`src/rtl/pll_reset_sequencer.sv`:
```
// pll_reset_sequencer
// Brings up the phi PLL, then the theta PLL, then releases the TDC. Each PLL
// reset is held for a fixed time and is then given a bounded time to lock.
// Lock timeouts are retried a limited number of times before the sequencer
// parks in ERROR. Once in RUN, a loss of lock sends the sequence back to the
// earliest stage that has to be redone.
//
// Ports
//   clk_clk          system clock, rising edge
//   reset_reset_n    asynchronous active-low reset
//   start            single-cycle bring-up request (honoured in IDLE and ERROR)
//   abort            single-cycle request to return to IDLE (highest priority)
//   phi_locked       phi PLL lock, asynchronous
//   theta_locked     theta PLL lock, asynchronous
//   phi_pll_reset    active-high reset to the phi PLL
//   theta_pll_reset  active-high reset to the theta PLL
//   tdc_reset        active-high reset to the TDC
//   ready            high only in RUN
//   error            high only in ERROR
//   state            current state (IDLE=0 ... ERROR=7)
//   retry_count      lock-timeout retries in the current bring-up
//   relock_count     lock losses seen in RUN, saturating at 255
module pll_reset_sequencer #(
    parameter int RST_CYCLES     = 16,
    parameter int LOCK_TIMEOUT   = 50000,
    parameter int TDC_RST_CYCLES = 32,
    parameter int MAX_RETRIES    = 3
) (
    input  logic       clk_clk,
    input  logic       reset_reset_n,
    input  logic       start,
    input  logic       abort,
    input  logic       phi_locked,
    input  logic       theta_locked,
    output logic       phi_pll_reset,
    output logic       theta_pll_reset,
    output logic       tdc_reset,
    output logic       ready,
    output logic       error,
    output logic [2:0] state,
    output logic [3:0] retry_count,
    output logic [7:0] relock_count
);

    typedef enum logic [2:0] {
        S_IDLE       = 3'd0,
        S_PHI_RST    = 3'd1,
        S_PHI_WAIT   = 3'd2,
        S_THETA_RST  = 3'd3,
        S_THETA_WAIT = 3'd4,
        S_TDC_RST    = 3'd5,
        S_RUN        = 3'd6,
        S_ERROR      = 3'd7
    } seq_state_t;

    // The cycle counter is wide enough for the largest legal lock timeout.
    // Each timed state ends on the cycle its counter reaches the last index.
    localparam logic [19:0] RST_LAST    = 20'(RST_CYCLES - 1);
    localparam logic [19:0] LOCK_LAST   = 20'(LOCK_TIMEOUT - 1);
    localparam logic [19:0] TDC_LAST    = 20'(TDC_RST_CYCLES - 1);
    localparam logic [3:0]  RETRY_LIMIT = 4'(MAX_RETRIES);

    seq_state_t  state_q;
    seq_state_t  state_d;
    logic [19:0] cycle_cnt;
    logic [3:0]  retry_d;
    logic [7:0]  relock_d;
    logic        phi_meta;
    logic        phi_sync;
    logic        theta_meta;
    logic        theta_sync;

    // Two-flop synchronizers for the asynchronous lock indicators. Every
    // decision below uses only the *_sync copies.
    always_ff @(posedge clk_clk or negedge reset_reset_n) begin
        if (!reset_reset_n) begin
            phi_meta   <= 1'b0;
            phi_sync   <= 1'b0;
            theta_meta <= 1'b0;
            theta_sync <= 1'b0;
        end else begin
            phi_meta   <= phi_locked;
            phi_sync   <= phi_meta;
            theta_meta <= theta_locked;
            theta_sync <= theta_meta;
        end
    end

    // Next-state logic. abort overrides everything. In the stages after phi
    // has locked, losing phi always restarts from PHI_RST, which is why that
    // check comes before theta lock and before timer expiry.
    always_comb begin
        state_d  = state_q;
        retry_d  = retry_count;
        relock_d = relock_count;
        if (abort) begin
            state_d = S_IDLE;
        end else begin
            case (state_q)
                S_IDLE: begin
                    if (start) begin
                        state_d = S_PHI_RST;
                        retry_d = 4'd0;
                    end
                end
                S_PHI_RST: begin
                    if (cycle_cnt == RST_LAST) state_d = S_PHI_WAIT;
                end
                S_PHI_WAIT: begin
                    if (phi_sync) begin
                        state_d = S_THETA_RST;
                    end else if (cycle_cnt == LOCK_LAST) begin
                        if (retry_count < RETRY_LIMIT) begin
                            state_d = S_PHI_RST;
                            retry_d = retry_count + 4'd1;
                        end else begin
                            state_d = S_ERROR;
                        end
                    end
                end
                S_THETA_RST: begin
                    if (!phi_sync)                    state_d = S_PHI_RST;
                    else if (cycle_cnt == RST_LAST)   state_d = S_THETA_WAIT;
                end
                S_THETA_WAIT: begin
                    if (!phi_sync) begin
                        state_d = S_PHI_RST;
                    end else if (theta_sync) begin
                        state_d = S_TDC_RST;
                    end else if (cycle_cnt == LOCK_LAST) begin
                        if (retry_count < RETRY_LIMIT) begin
                            state_d = S_THETA_RST;
                            retry_d = retry_count + 4'd1;
                        end else begin
                            state_d = S_ERROR;
                        end
                    end
                end
                S_TDC_RST: begin
                    if (!phi_sync)                    state_d = S_PHI_RST;
                    else if (!theta_sync)             state_d = S_THETA_RST;
                    else if (cycle_cnt == TDC_LAST)   state_d = S_RUN;
                end
                S_RUN: begin
                    // A loss in RUN is a fresh bring-up as far as retries go.
                    if (!phi_sync || !theta_sync) begin
                        state_d = !phi_sync ? S_PHI_RST : S_THETA_RST;
                        retry_d = 4'd0;
                        if (relock_count != 8'hFF) relock_d = relock_count + 8'd1;
                    end
                end
                S_ERROR: begin
                    if (start) begin
                        state_d = S_PHI_RST;
                        retry_d = 4'd0;
                    end
                end
                default: state_d = S_IDLE;
            endcase
        end
    end

    // State, counters and output flops. The reset/status outputs are decoded
    // from the next state so they change on the same edge as the state itself.
    // The cycle counter restarts whenever the state changes; it wraps freely
    // in untimed states, where its value is never looked at.
    always_ff @(posedge clk_clk or negedge reset_reset_n) begin
        if (!reset_reset_n) begin
            state_q         <= S_IDLE;
            cycle_cnt       <= 20'd0;
            retry_count     <= 4'd0;
            relock_count    <= 8'd0;
            phi_pll_reset   <= 1'b1;
            theta_pll_reset <= 1'b1;
            tdc_reset       <= 1'b1;
            ready           <= 1'b0;
            error           <= 1'b0;
        end else begin
            state_q         <= state_d;
            cycle_cnt       <= (state_d != state_q) ? 20'd0 : cycle_cnt + 20'd1;
            retry_count     <= retry_d;
            relock_count    <= relock_d;
            phi_pll_reset   <= (state_d == S_IDLE) || (state_d == S_PHI_RST) ||
                               (state_d == S_ERROR);
            theta_pll_reset <= (state_d == S_IDLE) || (state_d == S_PHI_RST) ||
                               (state_d == S_PHI_WAIT) || (state_d == S_THETA_RST) ||
                               (state_d == S_ERROR);
            tdc_reset       <= (state_d != S_RUN);
            ready           <= (state_d == S_RUN);
            error           <= (state_d == S_ERROR);
        end
    end

    assign state = state_q;

endmodule

```
`config.mk`:
```
export PLATFORM = sky130hd
export DESIGN_NAME = pll_reset_sequencer
export DESIGN_NICKNAME = d
export VERILOG_FILES = /design/src/rtl/pll_reset_sequencer.sv
export SDC_FILE = /design/constraint.sdc
export NUM_CORES = 1
export LEC_CHECK = 0
export BUFFER_PORTS_ARGS = -buffer_cell sky130_fd_sc_hd__clkbuf_2
export CAP_MARGIN = 0
export CELL_PAD_IN_SITES_DETAIL_PLACEMENT = 1
export CELL_PAD_IN_SITES_GLOBAL_PLACEMENT = 1
export CORE_AREA = 2 2 82 84
export DETAILED_ROUTE_END_ITERATION = 10
export DIE_AREA = 0 0 84 86
export HOLD_SLACK_MARGIN = 0.03
export PLACE_DENSITY_LB_ADDON = 0.1
export SLEW_MARGIN = 40
export SYNTH_ARGS = -nofsm -noshare
export SYNTH_HDL_FRONTEND = slang
export SYNTH_SLANG_ARGS = --single-unit
```
`constraint.sdc`:
```
create_clock -name clk_clk -period 2.1 [get_ports clk_clk]
set_clock_uncertainty 0.1 [all_clocks]
set_input_delay 0.105 -clock clk_clk [delete_from_list [all_inputs] [get_ports clk_clk]]
set_output_delay 0.105 -clock clk_clk [all_outputs]
set_load 0.005 [all_outputs]
```
Word-level counts from Yosys, hierarchy flattened:

Cells that the tools add are included.
Widths: inputs -> output; s select.

* flip-flop bits (word level): 44
* bits of input ports: 6
* output and inout port bits: 20
* logic and storage cells: 82

* $add $sub $neg: 3
* magnitude comparators: 1
* equal/unequal tests: 23
* multiplexer cells: 27
* bitwise operators: 1
* reduce and logical (&&, ||, !) cells: 14

Operator list (number)
* $mux 3: 16
* $mux 4: 7
* $pmux 3 s7: 1
* $add 20x1->20 const B: 1
* $eq 20x16->1 const B: 1
* $eq 20x4->1 const B: 1
* $eq 20x5->1 const B: 1
* $mux 20: 1
* $eq 3x3->1 const B: 6
* $pmux 4 s4: 1
* $eq 3x2->1 const B: 4
* $add 8x1->8 const B: 1
* $ne 2x2->1 const B: 4
* $ne 8x8->1 const B: 1
* $reduce_and 7->1: 1
* $eq 3x1->1 const B: 2
* $logic_not 3->1: 2
* $logic_or 1x1->1: 6
* $add 4x1->4 const B: 1
* $lt 4x2->1 const B: 1
* $reduce_and 4->1: 1
* $reduce_bool 4->1: 1
* $ne 3x3->1: 1
* $ne 3x3->1 const B: 1
* 5 further kinds: 6

Logic depth before layout (Yosys ltp):

Gate-level depths: netlist of the first run.

* depth in word-level cells: 12
* mapped depth: 8
* mapped depth without buffers: 8

Least setup slack after synthesis of the first run:

Ideal clock, no wire load.

* kind: reg-to-reg
* from: reg cycle_cnt[5]
* to: reg cycle_cnt[9]
* setup time: 0.137 ns
* data arrival time: 2.014 ns
* data required time: 1.863 ns
* path slack: -0.151 ns
* stages on the path, launching flop included: 7
* path buffers: 1
* clock period less this slack: 2.251 ns
* cell sequence: dfrtp_1 nor4_4 nand4_1 o31a_1 o41ai_4 buf_6 nor4_1

* word-level cells in the longest chain between the ends: 8
* elaborated cells on any way between the ends: 19
* those cells by class: 1 x add/sub; 4 x eq/ne; 14 x mux

RTL lines
* start, declared: RTL line 65 `logic [19:0] cycle_cnt;`
* start signal, assigned: RTL line 180 `cycle_cnt <= (state_d != state_q) ? 20'd0 : cycle_cnt + 20'd1;`
* $eq 20x5->1 / $eq 20x16->1 (equally long branches): RTL line 142, 112, 130
* $mux 3, on equally long branches: RTL line 142, 130
* $mux 3, on equally long branches: RTL line 141, 128
* $mux 3, on equally long branches: RTL line 140, 126
* $pmux 3 s7: RTL line 99 `case (state_q)`
* $mux 3: RTL line 96 `if (abort) begin`
* $ne 3x3->1: RTL line 180
* $mux 20 *: RTL line 180

Mark *: on every way between the ends. The rest lies on a longest branch, timed or not.
A chain may end at the register's enable or synchronous reset.

Worst setup path in the final report of the first run:

* from: reg cycle_cnt[1]
* to: reg cycle_cnt[6]

The elaborated chain is that of the path after synthesis.

==> impl_metrics.json, run 1 <==
{
  "cts.clk_slew.worst_paths_ns": 0.08,
  "muxShareOfSynthArea": 0.00832,
  "crit_chain": "ha_2 -> buf_6 -> and4b_2 -> nand4_4 -> buf_6 -> nor4_4 -> nor3_2 -> o41ai_4 -> buf_6 -> buf_12 -> nor4_4",
  "grt_antenna_before_repair": 0,
  "syn-num-nets": 273,
  "finalHoldViolCount": 0,
  "setup_viol": 28,
  "grt_pass1_wl_um": 13800,
  "dr.pass1.iters": 4,
  "drt-wirelength-per-cell_um": 21.0,
  "grt_pass1_vias": 2709,
  "hpwl_um": 5150,
  "synthAdderAreaFrac": 0.0186,
  "fp-row-count": 29,
  "multiInputGateArea_mm2": 0.00176,
  "grt_max_degree": 45,
  "rsz0062_at_grt": "true",
  "vias_per_cell": 5.75,
  "met1_length_um": 3970,
  "critical_path.max_stage_delay_ns": 0.40,
  "synth_cell_type_count": 59,
  "fin_crit_ns": 2.41,
  "p_total_mw": 2.51,
  "cpLargestDelayFamily": "simple AND/OR/NAND/NOR gates",
  "synth_area_mm2": 0.00256,
  "grt_overflow_total": 0,
  "ys_async_sr_fraction": 1.00,
  "die_w_um": 84,
  "setup_slack_ns": -0.312,
  "coreArea_mm2": 0.00628,
  "ant_nets": 0,
  "regToRegSetupSlack_ns": -0.31,
  "hold_depth": 2,
  "track_usage": 0.240,
  "drive_gt1_frac": 0.483,
  "clk_latency_ns": 0.30,
  "outcome": "finished with violations",
  "startpoint_type": "flop",
  "synth_seq_cells": 44,
  "max-slew-margin-rel": 0.745,
  "cts_tree": "done",
  "maxCapViolCount": 0,
  "ys_seq_area_frac": 0.432,
  "crit_arrival_ns": 2.51,
  "wl_um": 9490,
  "synthFlopType": "dfrtp_1",
  "synth_edf_count": 0,
  "final_max_slew_viol_count": 0,
  "filler_cell_count": 673,
  "power_leakage_nw": 1.72,
  "crit_required_ns": 2.20,
  "synth_compound_gate_area_share": 0.113,
  "dp.cells": 417,
  "vias": 2597,
  "final_nets": 383,
  "wl_met2_um": 5110,
  "violations": "negative setup slack",
  "syn_area_per_cell_um2": 9.68,
  "crit_path_end_kind": "flop",
  "fmax_ghz": 0.415,
  "powerDensity_mw_per_mm2": 617,
  "cpMaxStageDelayCell": "dfrtp_1",
  "cts_root_buf": "clkbuf_8",
  "synth_warnings": 0,
  "fp.dieH_um": 86,
  "wl_met3_um": 163,
  "die_area_mm2": 0.00722,
  "min_period_over_period": 1.15,
  "synth_cells": 264,
  "place.port_buffers": 25,
  "layout.cells.non_filler": 452,
  "drc_errors": 0,
  "io_pins": 26,
  "crit_type": "reg2reg",
  "synthSimpleGateAreaFrac": 0.291,
  "initial_core_util": 0.407,
  "tns_ns": -6.83,
  "synth_top_family_by_area": "simple AND/OR/NAND/NOR gates",
  "drt_iter0_drc": 120,
  "area_delta_synth_final_pct": 59.1,
  "cts_buffers": 5,
  "cts.sinks": 44,
  "h-tree-depth": 2,
  "hold_class": "in2reg",
  "gp_congestion": 0.834,
  "path_buf_inv": 4,
  "top_layer": "met4",
  "reg2regPathDepth": 11,
  "seqCellArea_mm2": 0.00111,
  "tightest_slew_ns": 0.383,
  "critPathMaxFanout": 8,
  "synth_xor_area_frac": 0.0891,
  "vdd_drop_max_mv": 0.482,
  "path_depth": 11,
  "diodes": 0,
  "cts.path.max_buffers": 2,
  "crit_path_frequent_cell": "buf_6"
}
==> layout by cell type, fill, tap and decap left out, types with 3 or more instances in the layout <==
master,Yosys,final
nand3_1,11,10
nand4_1,8,8
dfrtp_2,0,3
buf_4,1,67
o21ai_0,11,7
inv_1,9,9
clkbuf_1,6,3
buf_6,3,15
clkbuf_2,0,25
and3_1,4,4
and4_1,3,3
dfrtp_1,41,38
dfstp_2,3,3
clkbuf_8,0,5
nor4_4,2,17
nor3_1,11,8
nor4_2,0,6
nor2_1,22,18
dlygate4sd3_1,0,3
nand2_1,23,22
buf_12,0,4
o211ai_1,4,4
xnor2_1,16,16
nor2b_1,3,3
xor2_1,10,10
==> power by group <==
| part | switching, mW | internal (mW) |
|---|---|---|
| registers | 0.0423 | 0.902 |
| clock network | 0.286 | 0.237 |
| logic | 0.543 | 0.499 |
| total | 0.872 | 1.64 |
==> cell usage after synthesis (4+ instances only) <==
library cell  count  area (µm²)
inv_1             9        33.8
clkbuf_1          6        22.5
xor2_1           10        87.6
xnor2_1          16         140
a31oi_1           4        25.0
nor3_1           11        55.1
nand2_1          23        86.3
nor4_1           21         131
o211ai_1          4        30.0
o21ai_0          11        55.1
nor2_1           22        82.6
nand3_1          11        55.1
buf_2             4        20.0
dfrtp_1          41        1030
and3_1            4        25.0
nand4_1           8        50.1
==> routing by layer <==
| metal | up-vias | track usage |
|---|---|---|
| met5 | - | 0 |
| met4 | 0 | 0.0777 |
| met3 | 19 | 0.0269 |
| met2 | 46 | 0.447 |
| met1 | 1339 | 0.290 |
| li1 | 1193 | - |
==> worst reg2reg max path: stages (launching register included) <==
cell and delay, ns:
dfrtp_1 0.40, ha_2 0.20, buf_6 0.12, and4b_2 0.24
nand4_4 0.11, buf_6 0.12, nor4_4 0.04, nor3_2 0.25
o41ai_4 0.15, buf_6 0.17, buf_12 0.15, nor4_4 0.28
==> timing repair <==
| item | in CTS | in global routing |
|---|---|---|
| endpoints found under the setup margin | 31 | 34 |
| hold buffers | 3 | 0 |
| buffers inserted | 13 | 9 |
| cloned | 1 | 3 |
| pin swaps | 24 | 26 |
| gates resized for setup | 46 | 47 |
| endpoints found under the hold margin | 46 | 0 |
==> final timing paths <==
kind	endpoint	start
min in group asynchronous	cycle_cnt[18]	reset_reset_n
worst min register to register	theta_sync	theta_meta
worst max-delay path	cycle_cnt[6]	cycle_cnt[1]
worst max register to register	cycle_cnt[6]	cycle_cnt[1]
max in group asynchronous	tdc_reset	reset_reset_n
worst min-delay path	state[0]	abort
==> area by class of cell <==
| class | instances | area share |
|---|---|---|
| clock buffers | 8 | 0.0197 |
| repair buffers | 117 | 0.242 |
| well taps | 77 | 0.0237 |
| inverters | 10 | 0.00984 |
| flip-flops and latches | 44 | 0.273 |
| multi-input cells | 196 | 0.432 |
==> kinds of logic after synthesis <==
family | count (synthesis)
buffers and inverters | 24
multiplexers | 2
AO/OA/AOI/OAI | 37
AND/OR/NAND/NOR | 127
flip-flops | 44
adder cells (fa/ha/maj) | 4
XOR/XNOR | 26
==> per-stage QoR <==
step           hold slack, ns  utilization  area, µm²  worst slack [ns]
6_report                0.153        0.648       4070            -0.312
5_1_grt                 0.187        0.648       4070            -0.396
4_1_cts                 0.153        0.592       3710            -0.220
3_5_place_dp          0.00338        0.515       3230            -0.438
2_1_floorplan          -0.291            -       2560            -0.151
3_3_place_gp          0.00100        0.512       3210            -0.408
==> flip-flops by register name, summed over array words and instances (netlist names) <==
signal	count
cycle_cnt	20
state	3
theta_pll_reset	1
retry_count	4
relock_count	8
phi_meta	1
ready	1
tdc_reset	1
theta_meta	1
theta_sync	1
phi_sync	1
phi_pll_reset	1
error	1
Note: power is estimated with default switching activity, not from simulation.
==> inputs of run 2 (changes only) <==
CORE_AREA = 2 2 78 80   (was 2 2 82 84)
DIE_AREA = 0 0 80 82   (was 0 0 84 86)
clock period = 2.6 ns   (was 2.1 ns; I/O delays follow)
==> run 2 against run 1 <==
- the flow now finishes without violations
- die area down 9.2%
- cell area down 24%
- core utilization down 11 points
- flip-flop and latch count unchanged
- clock power down 21%
- sequential share of layout area up 8.3 points
- first-iteration DRC count down 63%
- power down 35%
==> impl_metrics.json, run 2 (synthesis results as in run 1) <==
{
  "final_cell_mix": "dfrtp_1 (41), buf_4 (30), clkbuf_2 (24)",
  "grt_max_degree": 32,
  "drt-wirelength-per-cell_um": 16.8,
  "post-place-ws_ns": 0.116,
  "final_nets": 325,
  "startpoint_type": "flop",
  "fmax_ghz": 0.410,
  "grt_pass1_vias": 2268,
  "cts_root_buf": "clkbuf_8",
  "crit_arrival_ns": 2.53,
  "cts_buffers": 5,
  "min_period_over_period": 0.937,
  "final_max_slew_viol_count": 0,
  "worst_hold_slack_ns": 0.109,
  "setup_slack_ns": 0.163,
  "h-tree-depth": 2,
  "vias": 2172,
  "drive_gt1_frac": 0.285,
  "filler_cell_count": 675,
  "hpwl_um": 4850,
  "grt_antenna_before_repair": 0,
  "vias_per_cell": 5.55,
  "area_delta_synth_final_pct": 21.7,
  "max-slew-margin-rel": 0.545,
  "reg2regPathDepth": 9,
  "wl_um": 6560,
  "io_pins": 26,
  "cts.clk_slew.worst_paths_ns": 0.08,
  "powerDensity_mw_per_mm2": 525,
  "cts.path.max_buffers": 2,
  "setup_viol": 0,
  "tightest_slew_ns": 0.682,
  "power_leakage_nw": 1.34,
  "seqCellArea_mm2": 0.00110,
  "fp-row-count": 28,
  "largest_register_ffs": 20,
  "grt_pass1_wl_um": 11300,
  "regMostFlops": "cycle_cnt",
  "drc_errors": 0,
  "outcome": "finished, final reports clean",
  "hold_class": "in2reg",
  "grt_overflow_total": 0,
  "die_area_mm2": 0.00656,
  "hold_depth": 2,
  "initial_core_util": 0.445,
  "layout_commonest_cell": "dfrtp_1",
  "cts.sinks": 44,
  "clk_latency_ns": 0.30,
  "diodes": 0,
  "track_usage": 0.221,
  "place.port_buffers": 25,
  "vdd_drop_max_mv": 0.339,
  "crit_required_ns": 2.70,
  "ant_nets": 0,
  "crit_type": "reg2reg",
  "fin_crit_ns": 2.44,
  "drt_iter0_drc": 45,
  "coreArea_mm2": 0.00575,
  "gp_congestion": 0.835,
  "multiInputGateArea_mm2": 0.00140,
  "crit_path_end_kind": "flop",
  "maxCapViolCount": 0,
  "top_regs": "cycle_cnt (20), relock_count (8), retry_count (4)",
  "die_w_um": 80,
  "dr.pass1.iters": 4,
  "critPathMaxFanout": 9,
  "fp.dieH_um": 82,
  "finalHoldViolCount": 0,
  "cts_tree": "done"
}
run 2: per-stage QoR:
step / total power [mW] / TNS, ns / cell area, µm² / instances / utilization
2_1_floorplan: 1.04 / 0 / 2560 / 264 / -
3_3_place_gp: 1.18 / 0 / 2890 / 377 / 0.504
3_5_place_dp: 1.20 / 0 / 2910 / 379 / 0.506
4_1_cts: 1.62 / 0 / 3020 / 389 / 0.526
5_1_grt: 1.73 / -0.0113 / 3110 / 391 / 0.542
6_report: 1.63 / 0 / 3110 / 391 / 0.542
run 2: layer usage:
layer	wire length, µm	track usage	share of wire
met4	71	0.0695	0.011
met1	3130	0.302	0.48
met5	0	0	0
met3	106	0.0286	0.016
met2	3260	0.366	0.50
run 2: where the power goes:
| part | switching, mW | leakage (nW) | internal, mW | total [mW] |
|---|---|---|---|---|
| sequential | 0.0493 | 0.589 | 0.727 | 0.776 |
| combinational | 0.255 | 0.711 | 0.188 | 0.443 |
| clock | 0.232 | 0.0400 | 0.182 | 0.415 |
| total | 0.537 | 1.34 | 1.10 | 1.63 |
run 2: worst max-delay path, cell delays in order (launching register included):
cell and delay, ns:
dfrtp_1 0.40, ha_1 0.22, buf_4 0.16, and4b_2 0.24
nand2_1 0.16, nor4_1 0.08, nor3_1 0.32, o41ai_4 0.18
buf_4 0.22, nor4_1 0.24
run 2: what timing repair did:
| item | CTS | global route |
|---|---|---|
| hold buffers | 3 | 0 |
| buffers inserted | 0 | 2 |
| hold endpoints to repair | 31 | 0 |
| gates resized for setup | 0 | 13 |
| setup endpoints to repair | 0 | 20 |
run 2: worst paths after layout:
path,slack (ns),startpoint,endpoint
min in group asynchronous,0.31,reset_reset_n,cycle_cnt[17]
worst max register to register,0.16,cycle_cnt[0],cycle_cnt[8]
worst max-delay path,0.16,cycle_cnt[0],cycle_cnt[8]
worst min register to register,0.26,theta_meta,theta_sync
worst min-delay path,0.11,abort,state[0]
max in group asynchronous,1.43,reset_reset_n,theta_pll_reset
run 2: cell type report:
type	instances	share of cell area
Multi-Input combinational cell	196	0.451
Sequential cell	44	0.355
Timing Repair Buffer	59	0.126
Tap cell	75	0.0302
Clock buffer	5	0.0221
Inverter	10	0.0121
Clock inverter	2	0.00402
==> inputs of run 3 (changes only) <==
CAP_MARGIN = 40   (was 0)
RECOVER_POWER = 100   (was default)
==> run 3 against run 2 <==
- the run now ends with max-capacitance violations, max-slew violations left
- core utilization is 1.2 points lower
- wire length rose by 0.26%
- sequential power about the same
- sequential share of layout area increased by 0.79 points
- cell area is 2.2% lower
- flip-flop and latch count unchanged
- global-route usage unchanged
- via count up 0.51%
- largest power group unchanged
- highest routed layer unchanged
==> impl_metrics.json, run 3 (synthesis results as in run 1) <==
{
  "layout_commonest_cell": "dfrtp_1",
  "hpwl_um": 4850,
  "crit_type": "reg2reg",
  "regMostFlops": "cycle_cnt",
  "grt_pass1_wl_um": 11300,
  "vias": 2183,
  "drt_iter0_drc": 39,
  "drc_errors": 0,
  "final_nets": 325,
  "final_cell_mix": "dfrtp_1 (41), buf_4 (27), nand2_1 (23)",
  "crit_arrival_ns": 2.52,
  "h-tree-depth": 2,
  "outcome": "finished with violations",
  "critical_path.max_stage_delay_ns": 0.41,
  "powerDensity_mw_per_mm2": 533,
  "cpLargestDelayFamily": "simple AND/OR/NAND/NOR gates",
  "drive_gt1_frac": 0.218,
  "min_period_over_period": 0.931,
  "max-slew-margin-rel": -0.0868,
  "cts.clk_slew.worst_paths_ns": 0.08,
  "placed_area_mm2": 0.00291,
  "tns_ns": 0,
  "top_regs": "cycle_cnt (20), relock_count (8), retry_count (4)",
  "vdd_drop_max_mv": 0.338,
  "cpMaxStageDelayCell": "dfrtp_1",
  "fin_util": 0.530,
  "io_pins": 26,
  "dr.pass1.iters": 5,
  "startpoint_type": "flop",
  "area_delta_synth_final_pct": 19.1,
  "final_cell_area_mm2": 0.00304,
  "grt_overflow_total": 0,
  "cts_buffers": 5,
  "cts.path.max_buffers": 2,
  "crit_path_end_kind": "flop",
  "critPathMaxFanout": 9,
  "largest_register_ffs": 20,
  "gp_congestion": 0.835,
  "maxCapViolCount": 1,
  "path_buf_inv": 2,
  "power_leakage_nw": 1.28,
  "place.port_buffers": 25,
  "cts_root_buf": "clkbuf_8",
  "die_area_mm2": 0.00656,
  "cts_tree": "done",
  "grt_max_degree": 32,
  "die_w_um": 80,
  "diodes": 0,
  "final_max_slew_viol_count": 32,
  "dp.cells": 379,
  "hold_class": "in2reg",
  "ant_nets": 0,
  "fmax_ghz": 0.413,
  "vias_per_cell": 5.58,
  "grt_pass1_vias": 2268,
  "crit_chain": "ha_1 -> buf_4 -> and4b_2 -> nand2_1 -> nor4_1 -> nor3_1 -> o41ai_4 -> buf_4 -> nor4_1",
  "finalHoldViolCount": 0,
  "fp.dieH_um": 82,
  "fp-row-count": 28,
  "crit_required_ns": 2.70,
  "track_usage": 0.221,
  "violations": "max-capacitance violations, max-slew violations",
  "setup_viol": 0,
  "fin_crit_ns": 2.42,
  "coreArea_mm2": 0.00575,
  "drt-wirelength-per-cell_um": 16.8,
  "initial_core_util": 0.445,
  "tightest_slew_ns": 1.63,
  "cts.sinks": 44,
  "wl_um": 6580,
  "grt_antenna_before_repair": 0,
  "clk_latency_ns": 0.30,
  "layout.cells.non_filler": 391
}
## run 3: cell types whose count changed in the layout (fill, tap and decap cells not counted), moves of 3 or more
cell and change:
clkbuf_1 +16, clkbuf_2 -12, nor4_1 +5, nor4_2 -4, buf_4 -3
## run 3: final timing paths
path | start | end | slack [ns] | cells after the start
max | cycle_cnt[0] | cycle_cnt[8] | 0.18 | 9
min | abort | state[0] | 0.11 | 2
max reg2reg | cycle_cnt[0] | cycle_cnt[8] | 0.18 | 9
min reg2reg | theta_meta | theta_sync | 0.26 | 0
max in group asynchronous | reset_reset_n | theta_pll_reset | 0.64 | 3
min in group asynchronous | reset_reset_n | cycle_cnt[17] | 0.68 | 2
## run 3: routing by layer
layer | vias to the layer above | part of all wire | global-route usage
li1 | 1069 | - | -
met1 | 1089 | 0.48 | 0.302
met2 | 19 | 0.49 | 0.366
met3 | 6 | 0.018 | 0.0286
met4 | 0 | 0.010 | 0.0695
met5 | - | 0 | 0
## run 3: metrics by stage
| stage | setup slack, ns | total power, mW | hold WS (ns) |
|---|---|---|---|
| floorplan | 0.349 | 1.04 | -0.266 |
| global route | -0.0123 | 1.72 | 0.152 |
| detailed placement | 0.116 | 1.20 | 0.137 |
| finish | 0.180 | 1.62 | 0.112 |
| global placement | 0.0986 | 1.18 | 0.133 |
| CTS | 0.0883 | 1.62 | 0.106 |
## run 3: layout make-up
class | count | area, µm²
Clock buffer | 5 | 68.8
Clock inverter | 2 | 12.5
Fill cell | 689 | 2700
Inverter | 10 | 37.5
Multi-Input combinational cell | 196 | 1360
Sequential cell | 44 | 1100
Tap cell | 75 | 93.8
Timing Repair Buffer | 59 | 364
## run 3: report_power, final
group          switching (mW)  internal, mW  total, mW
Combinational           0.246         0.185      0.430
Clock                   0.234         0.182      0.416
Sequential             0.0492         0.727      0.776
Total                   0.529          1.09       1.62
## run 3: timing repair
action,CTS,global route
buffers inserted,0,2
endpoints found under the hold margin,31,0
setup endpoints to repair,0,20
resized for setup,0,13
hold buffers,3,0
